==> src/rtl/matrix_stream_buffer.sv <==
// matrix_stream_buffer: ROWS x COLS element store between the matrix BFM and
// the FPU datapath. A load op streams a full matrix in row-major order. A
// store op streams it back out in row-major or column-major order.
module matrix_stream_buffer #(
  parameter int DATA_WIDTH = 16,
  parameter int ROWS       = 4,
  parameter int COLS       = 4
) (
  input  logic                  clk,
  input  logic                  rst_n,
  input  logic [1:0]            op,
  input  logic                  op_valid,
  input  logic                  op_transpose,
  output logic                  op_ready,
  input  logic [DATA_WIDTH-1:0] in_data,
  input  logic                  in_valid,
  output logic                  in_ready,
  output logic [DATA_WIDTH-1:0] out_data,
  output logic                  out_valid,
  input  logic                  out_ready,
  output logic [((ROWS > 1) ? $clog2(ROWS) : 1)-1:0] out_row,
  output logic [((COLS > 1) ? $clog2(COLS) : 1)-1:0] out_col,
  output logic                  loaded,
  output logic                  done,
  output logic                  error
);

  localparam int RW = (ROWS > 1) ? $clog2(ROWS) : 1;
  localparam int CW = (COLS > 1) ? $clog2(COLS) : 1;

  localparam logic [RW-1:0] ROW_LAST = RW'(ROWS - 1);
  localparam logic [CW-1:0] COL_LAST = CW'(COLS - 1);

  localparam logic [1:0] OP_NOP   = 2'b00;
  localparam logic [1:0] OP_LOAD  = 2'b01;
  localparam logic [1:0] OP_STORE = 2'b10;
  localparam logic [1:0] OP_RSVD  = 2'b11;

  typedef enum logic [1:0] {
    S_IDLE,
    S_LOAD,
    S_STORE
  } state_t;

  state_t          state, state_next;
  logic [RW-1:0]   row, row_adv;
  logic [CW-1:0]   col, col_adv;
  logic            transpose;
  logic            start_load, start_store, reject;
  logic            in_xfer, out_xfer, last_pos, col_major;

  logic [DATA_WIDTH-1:0] mem [ROWS][COLS];

  assign op_ready  = (state == S_IDLE);
  assign in_ready  = (state == S_LOAD);
  assign out_valid = (state == S_STORE);

  assign in_xfer   = in_ready && in_valid;
  assign out_xfer  = out_valid && out_ready;
  assign last_pos  = (row == ROW_LAST) && (col == COL_LAST);
  assign col_major = out_valid && transpose;

  assign out_row   = row;
  assign out_col   = col;
  // Read straight from the registered indices so consecutive elements need no
  // bubble; gated to zero outside STORE so idle outputs are clean.
  assign out_data  = out_valid ? mem[row][col] : '0;

  // State register.
  always_ff @(posedge clk or negedge rst_n) begin
    if (!rst_n) begin
      state <= S_IDLE;
    end else begin
      state <= state_next;
    end
  end

  // Next-state and op decode; rejected ops only flag an error.
  always_comb begin
    // NOTE: every output of this block gets a default first so no path leaves
    // a value unassigned, which would otherwise infer a latch.
    state_next  = state;
    start_load  = 1'b0;
    start_store = 1'b0;
    reject      = 1'b0;
    case (state)
      S_IDLE: begin
        if (op_valid) begin
          case (op)
            OP_LOAD: begin
              start_load = 1'b1;
              state_next = S_LOAD;
            end
            OP_STORE: begin
              if (loaded) begin
                start_store = 1'b1;
                state_next  = S_STORE;
              end else begin
                reject = 1'b1;
              end
            end
            OP_RSVD: reject = 1'b1;
            OP_NOP:  ;
            default: ;
          endcase
        end
      end
      S_LOAD:  if (in_xfer && last_pos) state_next = S_IDLE;
      S_STORE: if (out_xfer && last_pos) state_next = S_IDLE;
      default: state_next = S_IDLE;
    endcase
  end

  // Index stepping: col is the inner index except for a transposed store.
  always_comb begin
    row_adv = row;
    col_adv = col;
    if (col_major) begin
      if (row == ROW_LAST) begin
        row_adv = '0;
        col_adv = (col == COL_LAST) ? '0 : col + CW'(1);
      end else begin
        row_adv = row + RW'(1);
      end
    end else begin
      if (col == COL_LAST) begin
        col_adv = '0;
        row_adv = (row == ROW_LAST) ? '0 : row + RW'(1);
      end else begin
        col_adv = col + CW'(1);
      end
    end
  end

  // Control registers: counters, transpose mode, status and pulses.
  always_ff @(posedge clk or negedge rst_n) begin
    if (!rst_n) begin
      row       <= '0;
      col       <= '0;
      transpose <= 1'b0;
      loaded    <= 1'b0;
      done      <= 1'b0;
      error     <= 1'b0;
    end else begin
      // NOTE: sequential state uses non-blocking assignments so every register
      // samples pre-edge values regardless of statement order.
      if (start_load || start_store) begin
        row <= '0;
        col <= '0;
      end else if (in_xfer || out_xfer) begin
        row <= row_adv;
        col <= col_adv;
      end
      if (start_store) transpose <= op_transpose;
      if (start_load) begin
        loaded <= 1'b0;
      end else if (in_xfer && last_pos) begin
        loaded <= 1'b1;
      end
      done  <= (in_xfer || out_xfer) && last_pos;
      error <= reject;
    end
  end

  // Element storage, written during LOAD.
  always_ff @(posedge clk) begin
    // NOTE: the array has no reset; its contents are only meaningful once
    // loaded is set, and a reset would forbid mapping it onto RAM.
    if (in_xfer) mem[row][col] <= in_data;
  end

endmodule

==> config.mk <==
export PLATFORM = sky130hd
export DESIGN_NAME = matrix_stream_buffer
export DESIGN_NICKNAME = d
export VERILOG_FILES = /design/src/rtl/matrix_stream_buffer.sv
export SDC_FILE = /design/constraint.sdc
export NUM_CORES = 1
export LEC_CHECK = 0
export ABC_AREA = 1
export BUFFER_PORTS_ARGS = -buffer_cell sky130_fd_sc_hd__clkbuf_2
export CORE_AREA = 2 2 199 103
export CTS_CLUSTER_DIAMETER = 80
export CTS_CLUSTER_SIZE = 16
export DETAILED_ROUTE_END_ITERATION = 7
export DIE_AREA = 0 0 201 105
export PLACE_DENSITY = 0.89
export SETUP_SLACK_MARGIN = 0.2
export SYNTH_ARGS = -nofsm -noshare
export SYNTH_HDL_FRONTEND = slang
export SYNTH_SLANG_ARGS = --single-unit
export TNS_END_PERCENT = 10
==> constraint.sdc <==
create_clock -name clk -period 6.5 [get_ports clk]
set_input_delay 0 -clock clk [delete_from_list [all_inputs] [get_ports clk]]
set_output_delay 0 -clock clk [all_outputs]
set_load 0.02 [all_outputs]
### After elaboration in Yosys (flattened, before gate mapping)

Memory sizes are Yosys's and may differ from the RTL's.
Cells that the tools add are included.

| cells by class | value |
|---|---|
| add/sub/neg operators | 2 |
| muxes and demuxes | 37 |
| magnitude comparators | 2 |
| reduce and logical (&&, ||, !) cells | 17 |
| bitwise operators | 1 |
| eq/ne operators | 13 |

Operators by type and width:

| operator | count |
|---|---|
| 2-to-1 mux 16 bit | 4 |
| 2-to-1 mux 64 bit | 1 |
| binary-select mux 16 bit (select 2 bit) | 1 |
| demux 16 bit (select 2 bit) | 1 |
| 2-to-1 mux 2 bit | 14 |
| 2-to-1 mux 1 bit | 13 |
| == test 2 bit, second input constant | 5 |
| logical AND 1 bit | 8 |
| != test 3 x 1 -> 1 bit, second input constant | 2 |
| one-hot mux 2 bit (3 select lines) | 1 |
| AND reduction 5 bit | 1 |
| adder 2 x 1 -> 2 bit, second input constant | 2 |
| == test 2 x 1 -> 1 bit, second input constant | 2 |
| != test 2 x 1 -> 1 bit, second input constant | 2 |
| one-hot mux 2 bit (2 select lines) | 1 |
| AND reduction 2 bit | 2 |
| nonzero test 2 bit | 2 |
| greater-or-equal comparator 3 bit, second input constant | 1 |
| < comparator 3 x 1 -> 1 bit, second input constant | 1 |
| != test 3 bit, second input constant | 1 |
| inverter 2 -> 3 bit | 1 |
| nonzero test 3 bit | 1 |
| zero test 2 bit | 1 |
| logical OR 1 bit | 2 |
| other kinds (2) | 2 |

| word-level totals | value |
|---|---|
| register bits | 10 |
| output and inout bits | 26 |
| memories | 1 |
| bits in writable memories | 256 |
| bits of input ports | 24 |
| word-level logic and storage cells | 80 |

Memory list:

| name | depth | bits a word | read ports | clocked after memory_dff | wr ports | RTL line | RTL |
|---|---|---|---|---|---|---|---|
| mem | 4 | 64 | 1 | 0 | 1 | 52 | `logic [DATA_WIDTH-1:0] mem [ROWS][COLS];` |

### Logic depth before layout (Yosys ltp)

| logic depth | value |
|---|---|
| depth after elaboration | 7 |
| depth in mapped cells | 9 |

### Least setup slack after synthesis

Ideal clock, no wire load.

| timing | value |
|---|---|
| path kind | reg2reg |
| from | register col[1] (netlist: out_col[1]) |
| to | memory mem[0][32] in the netlist's numbering (enable) |
| data required time | 6.112 ns |
| setup time | 0.388 ns |
| cell stages (with the launch flop) | 7 |
| data arrival time | 2.066 ns |
| buffers on the path | 2 |
| clock period less this slack | 2.454 ns |
| slack | 4.046 ns |
| cells stage by stage | dfrtp_1 -> buf_2 -> clkinv_1 -> clkbuf_1 -> ha_1 -> nand2_1 -> nor2_1 |

| on the way | value |
|---|---|
| longest elaborated chain between the ends | 6 |
| elaborated cells between the ends (all ways) | 7 |

Ends and longest elaborated chain:

| item | RTL line | RTL |
|---|---|---|
| start: declaration | 47 | `logic [CW-1:0] col, col_adv;` |
| start signal: assignment | 152 | `col <= col_adv;` |
| inverter 2 -> 3 bit (not written as such) (*) | 169 | `if (in_xfer) mem[row][col] <= in_data;` |
| greater-or-equal comparator 3 bit (not written as such) or < comparator 3 x 1 -> 1 bit (tied branches) | 169 |  |
| logical AND 1 bit (not written as such) | 169 |  |
| 2-to-1 mux 16 bit (not written as such) | 169 |  |
| demux 16 bit (select 2 bit) (*) | 169 |  |
| 2-to-1 mux 64 bit (not written as such) (*) | 169 |  |
| end: declaration | 52 |  |

Every way passes the cells marked *; elsewhere a longest branch is shown, timed or not.

### Worst setup path in the final report

| timing | value |
|---|---|
| from | register row[0] (netlist: out_row[0]) |
| to | output out_data[11] |

| on the way | value |
|---|---|
| longest elaborated chain between the ends | 5 |

Ends and longest elaborated chain:

| item | RTL line | RTL |
|---|---|---|
| start: declaration | 46 | `logic [RW-1:0] row, row_adv;` |
| start signal: assignment | 151 | `row <= row_adv;` |
| memory (4 x 64 bit) | n/a |  |
| binary-select mux 16 bit (select 2 bit) | 67 | `assign out_data = out_valid ? mem[row][col] : '0;` |
| 2-to-1 mux 16 bit (not written as such) (2 in a row) | 67 |  |
| 2-to-1 mux 16 bit | 67 |  |
| end: declaration | 18 | `output logic [DATA_WIDTH-1:0] out_data,` |

Every way passes these cells. The select of a mux whose other input is x is not followed.

==> flow_summary.ini <==
[clock_network]
numCtsBuffers = 20
cts_hold_buf = 25
cts_setup_buffers = 0
clockBufferDepth = 3
path_clk_slew_ns = 0.08
htreeDepth = 1
cts_resized = 0
clock_sink_count = 266
cts_tree = built
cts_root_buffer = clkbuf_16
clk-insertion-delay-late_ns = 0.51

[detailed_routing]
drt-wirelength-per-cell_um = 20.9
dr.pass1.iters = 6
via_count = 8519
viasPerCell = 5.99
drt_iter0_markers = 1471
drc = 0
wl_mm = 29.8
ant_nets = 0

[setup_path]
r2r-end = mem[2][35]$_DFFE_PP_
criticalPathCategory = reg2out
cp_data_arrival_time_ns = 3.70
path_cells = clkinv_2 > buf_4 > nand2_1 > nand3_1 > nand3_1 > nand3_1 > a21oi_1 > clkbuf_2
critical_path_buf_inv_count = 3
reg2reg_slack_ns = 3.06
reg2regPathDepth = 5
cp_slowest_cell = dfrtp_4
cp-start-kind = flip-flop
slowest_delay_ns = 0.87
crit_family = buffers and inverters
crit_path_end_kind = primary output
crit_top_cell = nand3_1
r2r_start = out_row[0]$_DFFE_PN0P_
cp.required_ns = 6.50
crit_fanout = 58

[global_route]
gr-total-overflow = 0
antenna_found_initial = 2
grt_pass1_vias = 8465
grt_max_degree = 76
grt_pass1_wl_mm = 45.3
track_usage = 0.281

[sta]
skew_ns = 0.0126
whs_ns = 0.0231
fin_tns_setup_ns = 0
grt_setup_unrepaired = no
setup_viol = 0
worst_pin_slew_ns = 1.31
fin_crit_ns = 3.70
slew_violations = 0
period_share = 0.569
final_hold_viol_count = 0
max_freq_ghz = 0.270
slew_headroom = 0.123

[synth]
yosys_warnings = 0
syn-num-nets = 1127
synth.avg_cell_area_um2 = 10.4
syn_area_um2 = 11400
synthArstFlopShare = 0.0376
synth_cells = 1095
yosysUniqueCellTypes = 21
ys_ff_latch = 266
synth_edf_count = 256
ys_seq_area_frac = 0.695
synth_ff_type = edfxtp_1

[worst_hold_path]
hp-start = in_data[6]
hold_path_class = in2reg
holdPathEnd = mem[3][22]$_DFFE_PP_
hold-path-cell-count = 1

[final_layout]
drive_gt1_frac = 0.0857
fillCellCount = 1251
multi_input_area_um2 = 2700
area_growth_pct = 11.0
fin_area_um2 = 12700
finalNetCount = 1181
regArea_um2 = 7940
final_cell_mix = 399 x nand2_1, 256 x edfxtp_1, 163 x nand3_1, 148 x inv_1, 49 x clkbuf_2
layout_commonest_cell = nand2_1

[floorplan]
ios = 50
core_area_um2 = 19200
rows = 36
start_util = 0.594
die_h_um = 105
die_w_um = 201
dieArea_um2 = 21100

[pwr]
ir_drop_uv = 189
p_per_area_nw_per_um2 = 373
p_leak_uw = 0.00534

[flow_run]
drv_cap = 0

[placement]
hpwl_mm = 16.7
gp_congestion = 0.837
io_buffers = 49
placed_area_um2 = 11900

[outcome]
outcome = finished clean
worst max path at each step:
stage	start	endpoint	slack [ns]	cells after the start
final	out_row[0]$_DFFE_PN0P_	out_data[11]	2.80	8
after global routing	out_row[0]$_DFFE_PN0P_	out_data[11]	2.66	8
after floorplan	out_col[1]$_DFFE_PN0P_	mem[0][32]$_DFFE_PP_	4.05	6
after CTS	out_row[0]$_DFFE_PN0P_	out_data[13]	2.94	8
after global placement	out_row[0]$_DFFE_PN0P_	mem[2][53]$_DFFE_PP_	3.34	5
after detailed placement	out_row[0]$_DFFE_PN0P_	mem[2][54]$_DFFE_PP_	3.21	5
registers in the layout (all words and copies together), names as in the netlist:
| name | count |
|---|---|
| loaded | 1 |
| out_col | 2 |
| mem | 256 |
| out_row | 2 |
| error | 1 |
| done | 1 |
| state | 2 |
| transpose | 1 |
power breakdown:
| part | internal [µW] | leakage [µW] | switching (µW) |
|---|---|---|---|
| Clock | 587 | 0.000270 | 556 |
| Combinational | 380 | 0.00264 | 1090 |
| Sequential | 2020 | 0.00243 | 88.4 |
| Total | 2990 | 0.00534 | 1730 |
cell families after synthesis:
kind of cell | synth area share
simple gates | 0.211
flops | 0.695
buf+inv | 0.0721
compound gates | 0.0133
fa+ha+maj | 0.00876
layout make-up:
cell class | count | share of cell area
tap | 266 | 0.0262
timing repair buffer | 85 | 0.0456
sequential | 266 | 0.626
antenna | 1 | 0.000197
clock inverter | 1 | 0.000691
inverter | 152 | 0.0451
clock buffer | 27 | 0.0432
multi-input combinational | 624 | 0.213
cell usage after synthesis, types with 2 or more instances:
master,count,share of area
nor2_1,25,0.0082
edfxtp_1,256,0.67
inv_1,149,0.049
buf_1,2,0.00066
buf_2,34,0.015
o21ai_0,5,0.0022
clkbuf_1,14,0.0046
clkinv_1,2,0.00066
buf_4,3,0.0020
nand2_1,399,0.13
ha_1,8,0.0088
dfrtp_1,10,0.022
a21oi_1,17,0.0074
o21ai_1,2,0.00088
nand3_1,163,0.071
through the flow:
stage                util  std cells  setup WS [ns]  total power (µW)
floorplan               -       1095           4.05              3080
global placement    0.617       1368           3.34              3410
detailed placement  0.617       1368           3.21              3490
CTS                 0.659       1421           2.94              4650
global route        0.659       1422           2.66              4880
finish              0.659       1422           2.80              4730
metal layers:
layer	track usage	up-vias	wire length, µm
li1	-	3662	-
met1	0.366	3900	10300
met2	0.447	810	13400
met3	0.0721	145	4650
met4	0.136	2	1450
met5	0	-	13
No activity file was read; power rests on OpenSTA's default activity.
